File: config.mk
export PLATFORM = sky130hd
export DESIGN_NAME = led_timer_multi
export DESIGN_NICKNAME = d
export VERILOG_FILES = /design/src/rtl/led_timer_pkg.sv /design/src/rtl/led_timer_ch.sv /design/src/rtl/led_timer_multi.sv
export SDC_FILE = /design/constraint.sdc
export NUM_CORES = 1
export LEC_CHECK = 0
export CAP_MARGIN = 20
export CORE_UTILIZATION = 30
export DETAILED_ROUTE_END_ITERATION = 6
export SYNTH_ARGS = -nofsm -noshare
export SYNTH_HDL_FRONTEND = slang
export SYNTH_SLANG_ARGS = --single-unit
File: constraint.sdc
create_clock -name clk -period 3.75 [get_ports clk]
set_input_delay 0.9375 -clock clk [delete_from_list [all_inputs] [get_ports clk]]
set_output_delay 0.9375 -clock clk [all_outputs]
set_load 0.01 [all_outputs]
File: src/rtl/led_timer_pkg.sv
`default_nettype none
// ============================================================================
// Module      : led_timer_pkg
// Description : Shared types and constants for the multi-channel LED timer.
// Revision    : 1.0 - initial release
// ============================================================================
package led_timer_pkg;

  // Per-channel window state; explicit 1-bit encoding.
  typedef enum logic [0:0] {
    IDLE   = 1'b0,
    ACTIVE = 1'b1
  } state_t;

  // Channel display modes, latched when a start is accepted.
  localparam logic MODE_SOLID = 1'b0;
  localparam logic MODE_BLINK = 1'b1;

endpackage : led_timer_pkg
`default_nettype wire

File: src/rtl/led_timer_ch.sv
`default_nettype none
// ============================================================================
// Module      : led_timer_ch
// Description : One LED stretcher channel. Turns a start pulse into a window
//               of dur_cycles clocks, solid or blinking, with abort, optional
//               retrigger and a done pulse on natural expiry.
// Revision    : 1.0 - initial release
// ============================================================================
module led_timer_ch
  import led_timer_pkg::*;
#(
  parameter int CNT_W      = 32,
  parameter int BLINK_HALF = 25_000_000,
  parameter int RETRIGGER  = 1
) (
  input  logic             clk,
  input  logic             rst,
  input  logic             start_pulse,
  input  logic             stop_pulse,
  input  logic             mode_blink,
  input  logic [CNT_W-1:0] dur_cycles,
  output logic             led,
  output logic             busy,
  output logic             done_pulse
);

  localparam logic [CNT_W-1:0] c_PH_RELOAD = CNT_W'(BLINK_HALF - 1);
  localparam logic [CNT_W-1:0] c_ONE       = CNT_W'(1);

  state_t           r_state;
  logic [CNT_W-1:0] r_rem;
  logic [CNT_W-1:0] r_ph;
  logic             r_blink_bit;
  logic             r_mode;
  logic             r_led;
  logic             r_done;

  logic             w_accept;
  logic             w_ph_wrap;
  logic             w_blink_next;

  // A start is taken only without a concurrent stop, with a non-zero length,
  // and (unless retrigger is enabled) only from an idle channel.
  assign w_accept = start_pulse && !stop_pulse && (dur_cycles != '0) &&
                    ((r_state == IDLE) || (RETRIGGER != 0));

  // Blink phase bookkeeping for the current ACTIVE edge.
  assign w_ph_wrap    = (r_ph == '0);
  assign w_blink_next = w_ph_wrap ? !r_blink_bit : r_blink_bit;

  // Channel state machine with registered led/done outputs.
  always_ff @(posedge clk) begin
    if (rst) begin
      r_state     <= IDLE;
      r_rem       <= '0;
      r_ph        <= '0;
      r_blink_bit <= 1'b0;
      r_mode      <= MODE_SOLID;
      r_led       <= 1'b0;
      r_done      <= 1'b0;
    end else begin
      r_done <= 1'b0;
      if (stop_pulse) begin
        // Abort: silent return to idle, no done pulse.
        r_state <= IDLE;
        r_led   <= 1'b0;
      end else if (w_accept) begin
        r_state     <= ACTIVE;
        r_rem       <= dur_cycles - c_ONE;
        r_mode      <= mode_blink;
        r_ph        <= c_PH_RELOAD;
        r_blink_bit <= 1'b1;
        r_led       <= 1'b1;
      end else if (r_state == ACTIVE) begin
        if (r_rem == '0) begin
          r_state <= IDLE;
          r_led   <= 1'b0;
          r_done  <= 1'b1;
        end else begin
          r_rem       <= r_rem - c_ONE;
          r_ph        <= w_ph_wrap ? c_PH_RELOAD : (r_ph - c_ONE);
          r_blink_bit <= w_blink_next;
          r_led       <= (r_mode == MODE_BLINK) ? w_blink_next : 1'b1;
        end
      end
    end
  end

  assign busy       = (r_state == ACTIVE);
  assign led        = r_led;
  assign done_pulse = r_done;

endmodule : led_timer_ch
`default_nettype wire

File: src/rtl/led_timer_multi.sv
`default_nettype none
// ============================================================================
// Module      : led_timer_multi
// Description : N_CH independent LED stretcher channels sharing one duration
//               input; outputs are concatenated per channel.
// Revision    : 1.0 - initial release
// ============================================================================
module led_timer_multi
  import led_timer_pkg::*;
#(
  parameter int N_CH       = 4,
  parameter int CNT_W      = 32,
  parameter int BLINK_HALF = 25_000_000,
  parameter int RETRIGGER  = 1
) (
  input  logic             clk,
  input  logic             rst,
  input  logic [N_CH-1:0]  start_pulse,
  input  logic [N_CH-1:0]  stop_pulse,
  input  logic [N_CH-1:0]  mode_blink,
  input  logic [CNT_W-1:0] dur_cycles,
  output logic [N_CH-1:0]  led,
  output logic [N_CH-1:0]  busy,
  output logic [N_CH-1:0]  done_pulse
);

  // One timer per channel; all share clock, reset and dur_cycles.
  for (genvar g = 0; g < N_CH; g++) begin : g_ch
    led_timer_ch #(
      .CNT_W      (CNT_W),
      .BLINK_HALF (BLINK_HALF),
      .RETRIGGER  (RETRIGGER)
    ) u_ch (
      .clk         (clk),
      .rst         (rst),
      .start_pulse (start_pulse[g]),
      .stop_pulse  (stop_pulse[g]),
      .mode_blink  (mode_blink[g]),
      .dur_cycles  (dur_cycles),
      .led         (led[g]),
      .busy        (busy[g]),
      .done_pulse  (done_pulse[g])
    );
  end : g_ch

endmodule : led_timer_multi
`default_nettype wire

## Word level (Yosys, flattened, before mapping)

Index checks and enable logic that the tools add are counted.

| word-level totals | value |
|---|---|
| register bits | 276 |
| word-level logic and storage cells | 170 |

| operators by class | value |
|---|---|
| $add $sub $neg | 9 |
| equal/unequal tests | 4 |
| muxes and demuxes | 76 |
| bitwise logic cells | 8 |
| reduce and logical (&&, ||, !) cells | 45 |

Operator list:

| operator | count |
|---|---|
| $mux 32 | 28 |
| $sub 32x1->32 const B | 9 |
| $logic_not 32->1 | 8 |
| $mux 1 | 48 |
| $reduce_bool 32->1 | 1 |
| $reduce_or 4->1 | 4 |
| $reduce_and 3->1 | 4 |
| $logic_and 1x1->1 | 8 |
| $logic_not 1->1 | 8 |
| $ne 2x1->1 const B | 4 |
| $not 1->1 | 8 |
| $reduce_and 2->1 | 4 |
| $reduce_bool 2->1 | 4 |
| $reduce_or 2->1 | 4 |

## Longest topological paths before layout

| logic depth | value |
|---|---|
| word-level depth | 6 |
| gate-level depth with buffers | 11 |

## Hierarchy

A second synthesis with hierarchy kept.

| unflattened totals | value |
|---|---|
| cells, all modules | 2271 |
| area, all modules | 18126.1 um^2 |

By module, submodules not included:

| module | instances | cells each | area an instance (um^2) |
|---|---|---|---|
| led_timer_ch at g_ch[0].u_ch | 1 | 582 | 4690.7 |
| led_timer_ch at g_ch[1].u_ch | 1 | 584 | 4683.2 |
| led_timer_ch at g_ch[3].u_ch | 1 | 581 | 4579.4 |
| led_timer_ch at g_ch[2].u_ch | 1 | 524 | 4172.8 |

## Least setup slack after synthesis

No wires, ideal clock.

| timing | value |
|---|---|
| path type | input to register |
| start point | input port dur_cycles[21] |
| end point | register g_ch[3].u_ch.r_ph[7] |
| library setup time | 66 ps |
| arrival | 3483 ps |
| required time | 3684 ps |
| setup slack | 201 ps |
| stages on the path | 10 |
| buffers on the path | 4 |
| cells stage by stage | or4_4 > or4_1 > buf_2 > or4_4 > buf_6 > and2_4 > buf_6 > or3_1 > buf_6 > a21oi_2 |

| between the ends | value |
|---|---|
| cells in the longest elaborated chain, start to end | 4 |
| elaborated cells on any way between the ends | 6 |
| classes of those cells | eq/ne (1); mux (1); reduce/logical (4) |

Ends and longest elaborated chain:

| item | RTL line | RTL |
|---|---|---|
| from (decl) | led_timer_multi.sv:21 | `input logic [CNT_W-1:0] dur_cycles,` |
| $reduce_bool 32->1 * | led_timer_ch.sv:44 | `assign w_accept = start_pulse && !stop_pulse && (dur_cycles != '0) &&` |
| $logic_and 1x1->1 * | led_timer_ch.sv:44 |  |
| $ne 2x1->1 (no line) / $reduce_bool 2->1 (equally long branches) | - |  |
| $reduce_and 3->1 (no line) | - |  |
| to (signal assigned) | led_timer_ch.sv:71 | `r_ph <= c_PH_RELOAD;` |
| to (signal assigned) | led_timer_ch.sv:81 | `r_ph <= w_ph_wrap ? c_PH_RELOAD : (r_ph - c_ONE);` |
| to (decl) | led_timer_ch.sv:32 | `logic [CNT_W-1:0] r_ph;` |

Mark *: on every way between the ends. The rest lies on a longest branch, timed or not.
A chain may end at the register's enable or synchronous reset.

## Final worst setup path

| timing | value |
|---|---|
| start point | input port dur_cycles[3] |
| end point | register g_ch[1].u_ch.r_rem[17] |

| between the ends | value |
|---|---|
| cells in the longest elaborated chain, start to end | 4 |
| elaborated cells on any way between the ends | 7 |
| classes of those cells | add/sub (1); eq/ne (1); mux (1); reduce/logical (4) |

Ends and longest elaborated chain:

| item | RTL line | RTL |
|---|---|---|
| parallel branches: the longest is 4 deep, another holds $sub 32x1->32 | - |  |
| to (signal assigned) | led_timer_ch.sv:69 | `r_rem <= dur_cycles - c_ONE;` |
| to (signal assigned) | led_timer_ch.sv:80 | `r_rem <= r_rem - c_ONE;` |
| to (decl) | led_timer_ch.sv:31 | `logic [CNT_W-1:0] r_rem;` |

Parallel ways; which one is timed is not known.

==> impl_metrics.toml <==
[final_layout]
final_common_cell = "dfxtp_1"
final_cell_mix = "dfxtp_1, nor2_1, a21oi_1, buf_4, nor3_1"
nNetsFinal = 2069
diodes = 0
post-route-util_pct = 37.18
area_delta_synth_final_pct = 21.16
drive_gt1_share_pct = 12.26

[critical_path]
required_ns = 4.20
startpoint_type = "primary input"
crit_type = "in2reg"
arrival_ns = 3.84
ff2ff_setup_slack_ns = 0.53
crit_path_end_kind = "register"
worstPathMaxFanout = 58

[clocking]
clock_latency_ns = 0.55
cts_buffers = 34
cts_resized = 0
postCtsSetupBuffers = 0
htreeDepth = 2
cts_sinks = 276
cts_buffer_depth = 3
cts_hold_buf = 0
clkTransAtPathRegs_ns = 0.06
cts_tree = "yes"
root_buffer = "clkbuf_16"

[run_status]
status = "finished, final reports clean"

[place]
place.gp.congestion = 0.8450
io_buffers = 57
dp_slack_ns = -0.1795
dpl.hpwl_mm = 31.92

[floorplan]
die_area_sq_um = 51390
chipWidth_microns = 226.7
start_util_pct = 30.69
num_io_pins = 58
std_cell_rows = 81
coreArea_sq_um = 49360
dieHeight_microns = 226.7

[global_routing]
gr-total-overflow = 0
track_usage_pct = 17.98
grt_pass1_vias = 13980
grt_pass1_wl_mm = 74.16
grt_max_degree = 121
antenna_found_initial = 0

[detailed_routing]
wire_per_inst_microns = 17.11
dr.pass1.iters = 5
num_vias = 14570
wirelength_mm = 46.11
drt_iter0_drc = 1135
vias_per_cell = 5.405
postRouteAntennaNets = 0
drc_errors = 0

[synth]
synthArstFlopShare_pct = 0
ys_types = 69
ys_seq_area_share_pct = 36.48
yosys_register_bits = 276
synth_warnings = 0
yosysTopAreaCellShare_pct = 36.48
synth_edf_count = 0
synth_nets = 1956
synth_top_cell_by_area = "dfxtp_1"
syn_area_sq_um = 15150
syn_avg_cell_area_sq_um = 7.984
synth_ff_type = "dfxtp_1"
synth.area.top_cells = "dfxtp_1, a21oi_1, xnor2_1"
synth_cells = 1897

[run]
max-cap-violations = 0

[timing]
max_freq_mhz = 295.1
period_share_pct = 90.38
maxSlewHeadroom_pct = 36.74
rsz0062_at_grt = "no"
tightestPinTransition_ns = 0.9454
fin_crit_ns = 3.389
finalClockSkew_ns = 0.01978
setup_violations = 0
final.setup.tns_ns = 0
whs_ns = 0.4645
worst_slack_ns = 0.3608
drv_slew = 0
final-hold-violation-count = 0

[hold_path]
hp-class = "reg2reg"

[power]
vdd_drop_max_uv = 247.4
p_leak_nw = 6.265
power.density_nw_per_um2 = 433.2
-- cells by family (layout without fill, tap and decap cells) --
group / after synthesis / count (layout) / share of synthesized area [%]
buffers and inverters: 159 / 293 / 4.510
DFF: 276 / 276 / 36.48
xor gates and xnor gates: 173 / 173 / 10.00
AOI/OAI and AO/OA: 469 / 469 / 19.10
and+or+nand+nor: 798 / 798 / 28.24
muxes: 9 / 9 / 0.5948
adders and majority gates: 13 / 13 / 1.074
-- layout make-up --
cell class | instances | area [sq um]
inverter | 29 | 108.9
timing repair buffer | 207 | 1782
clock inverter | 12 | 178.9
sequential | 276 | 5525
multi-input combinational | 1462 | 8992
clock buffer | 45 | 932.1
fill | 5063 | 31010
tap | 664 | 830.8
-- state kept, by name, indices dropped and copies added (netlist names) --
signal and flops:
g_ch.u_ch.r_blink_bit 4, g_ch.u_ch.done_pulse 4, g_ch.u_ch.r_rem 128, g_ch.u_ch.busy 4
g_ch.u_ch.r_mode 4, g_ch.u_ch.led 4, g_ch.u_ch.r_ph 128
-- final timing paths --
path / from / end / cells after the start
worst max-delay path: dur_cycles[3] / g_ch[1].u_ch.r_rem[17]$_SDFFE_PP0P_ / 9
worst min-delay path: g_ch[0].u_ch.r_mode$_SDFFE_PP0P_ / g_ch[0].u_ch.r_mode$_SDFFE_PP0P_ / 2
worst max register to register: g_ch[1].u_ch.r_rem[2]$_SDFFE_PP0P_ / g_ch[1].u_ch.r_ph[12]$_SDFFE_PP0P_ / 6
worst min register to register: g_ch[0].u_ch.r_mode$_SDFFE_PP0P_ / g_ch[0].u_ch.r_mode$_SDFFE_PP0P_ / 2
-- synthesized netlist by cell type, drive strengths merged, types with 52 or more instances --
cell type	n
dfxtp	276
nor2	206
a21oi	185
nor3	106
o21ai	97
xnor2	90
nand2	89
clkbuf	85
xor2	83
nor4	77
a211oi	76
or4	76
or3	53
nand3	52
-- metrics by stage --
| stage | instances | total power [W] | instance area (sq um) |
|---|---|---|---|
| after floorplan | 1897 | 0.004181 | 15150 |
| after global placement | 2638 | 0.004628 | 17240 |
| after detailed placement | 2638 | 0.004657 | 17240 |
| after CTS | 2695 | 0.008036 | 18350 |
| after global routing | 2695 | 0.008328 | 18350 |
| final | 2695 | 0.007949 | 18350 |
-- power breakdown --
| group | internal (W) | leakage [nW] | switching [W] |
|---|---|---|---|
| Combinational | 0.000542 | 3.45 | 0.000793 |
| Clock | 0.00202 | 0.548 | 0.00131 |
| Sequential | 0.00311 | 2.27 | 0.000170 |
| Total | 0.00568 | 6.27 | 0.00227 |
-- critical path, cell delays in order --
cell and delay [ns]:
clkdlybuf4s50_1 0.42, or3_1 0.41, or4_1 0.63, or4_4 0.56
buf_4 0.19, nand2_2 0.09, buf_12 0.24, o21ai_0 0.15
a31oi_1 0.18
-- metal layers --
layer	up-vias	GRT usage [%]	share of wire, %
met5	-	0	0
met1	6902	23.51	46
met4	0	6.626	3.1
met3	89	3.343	5.0
li1	7243	-	-
met2	333	29.25	46
(Power assumes the default switching activity.)
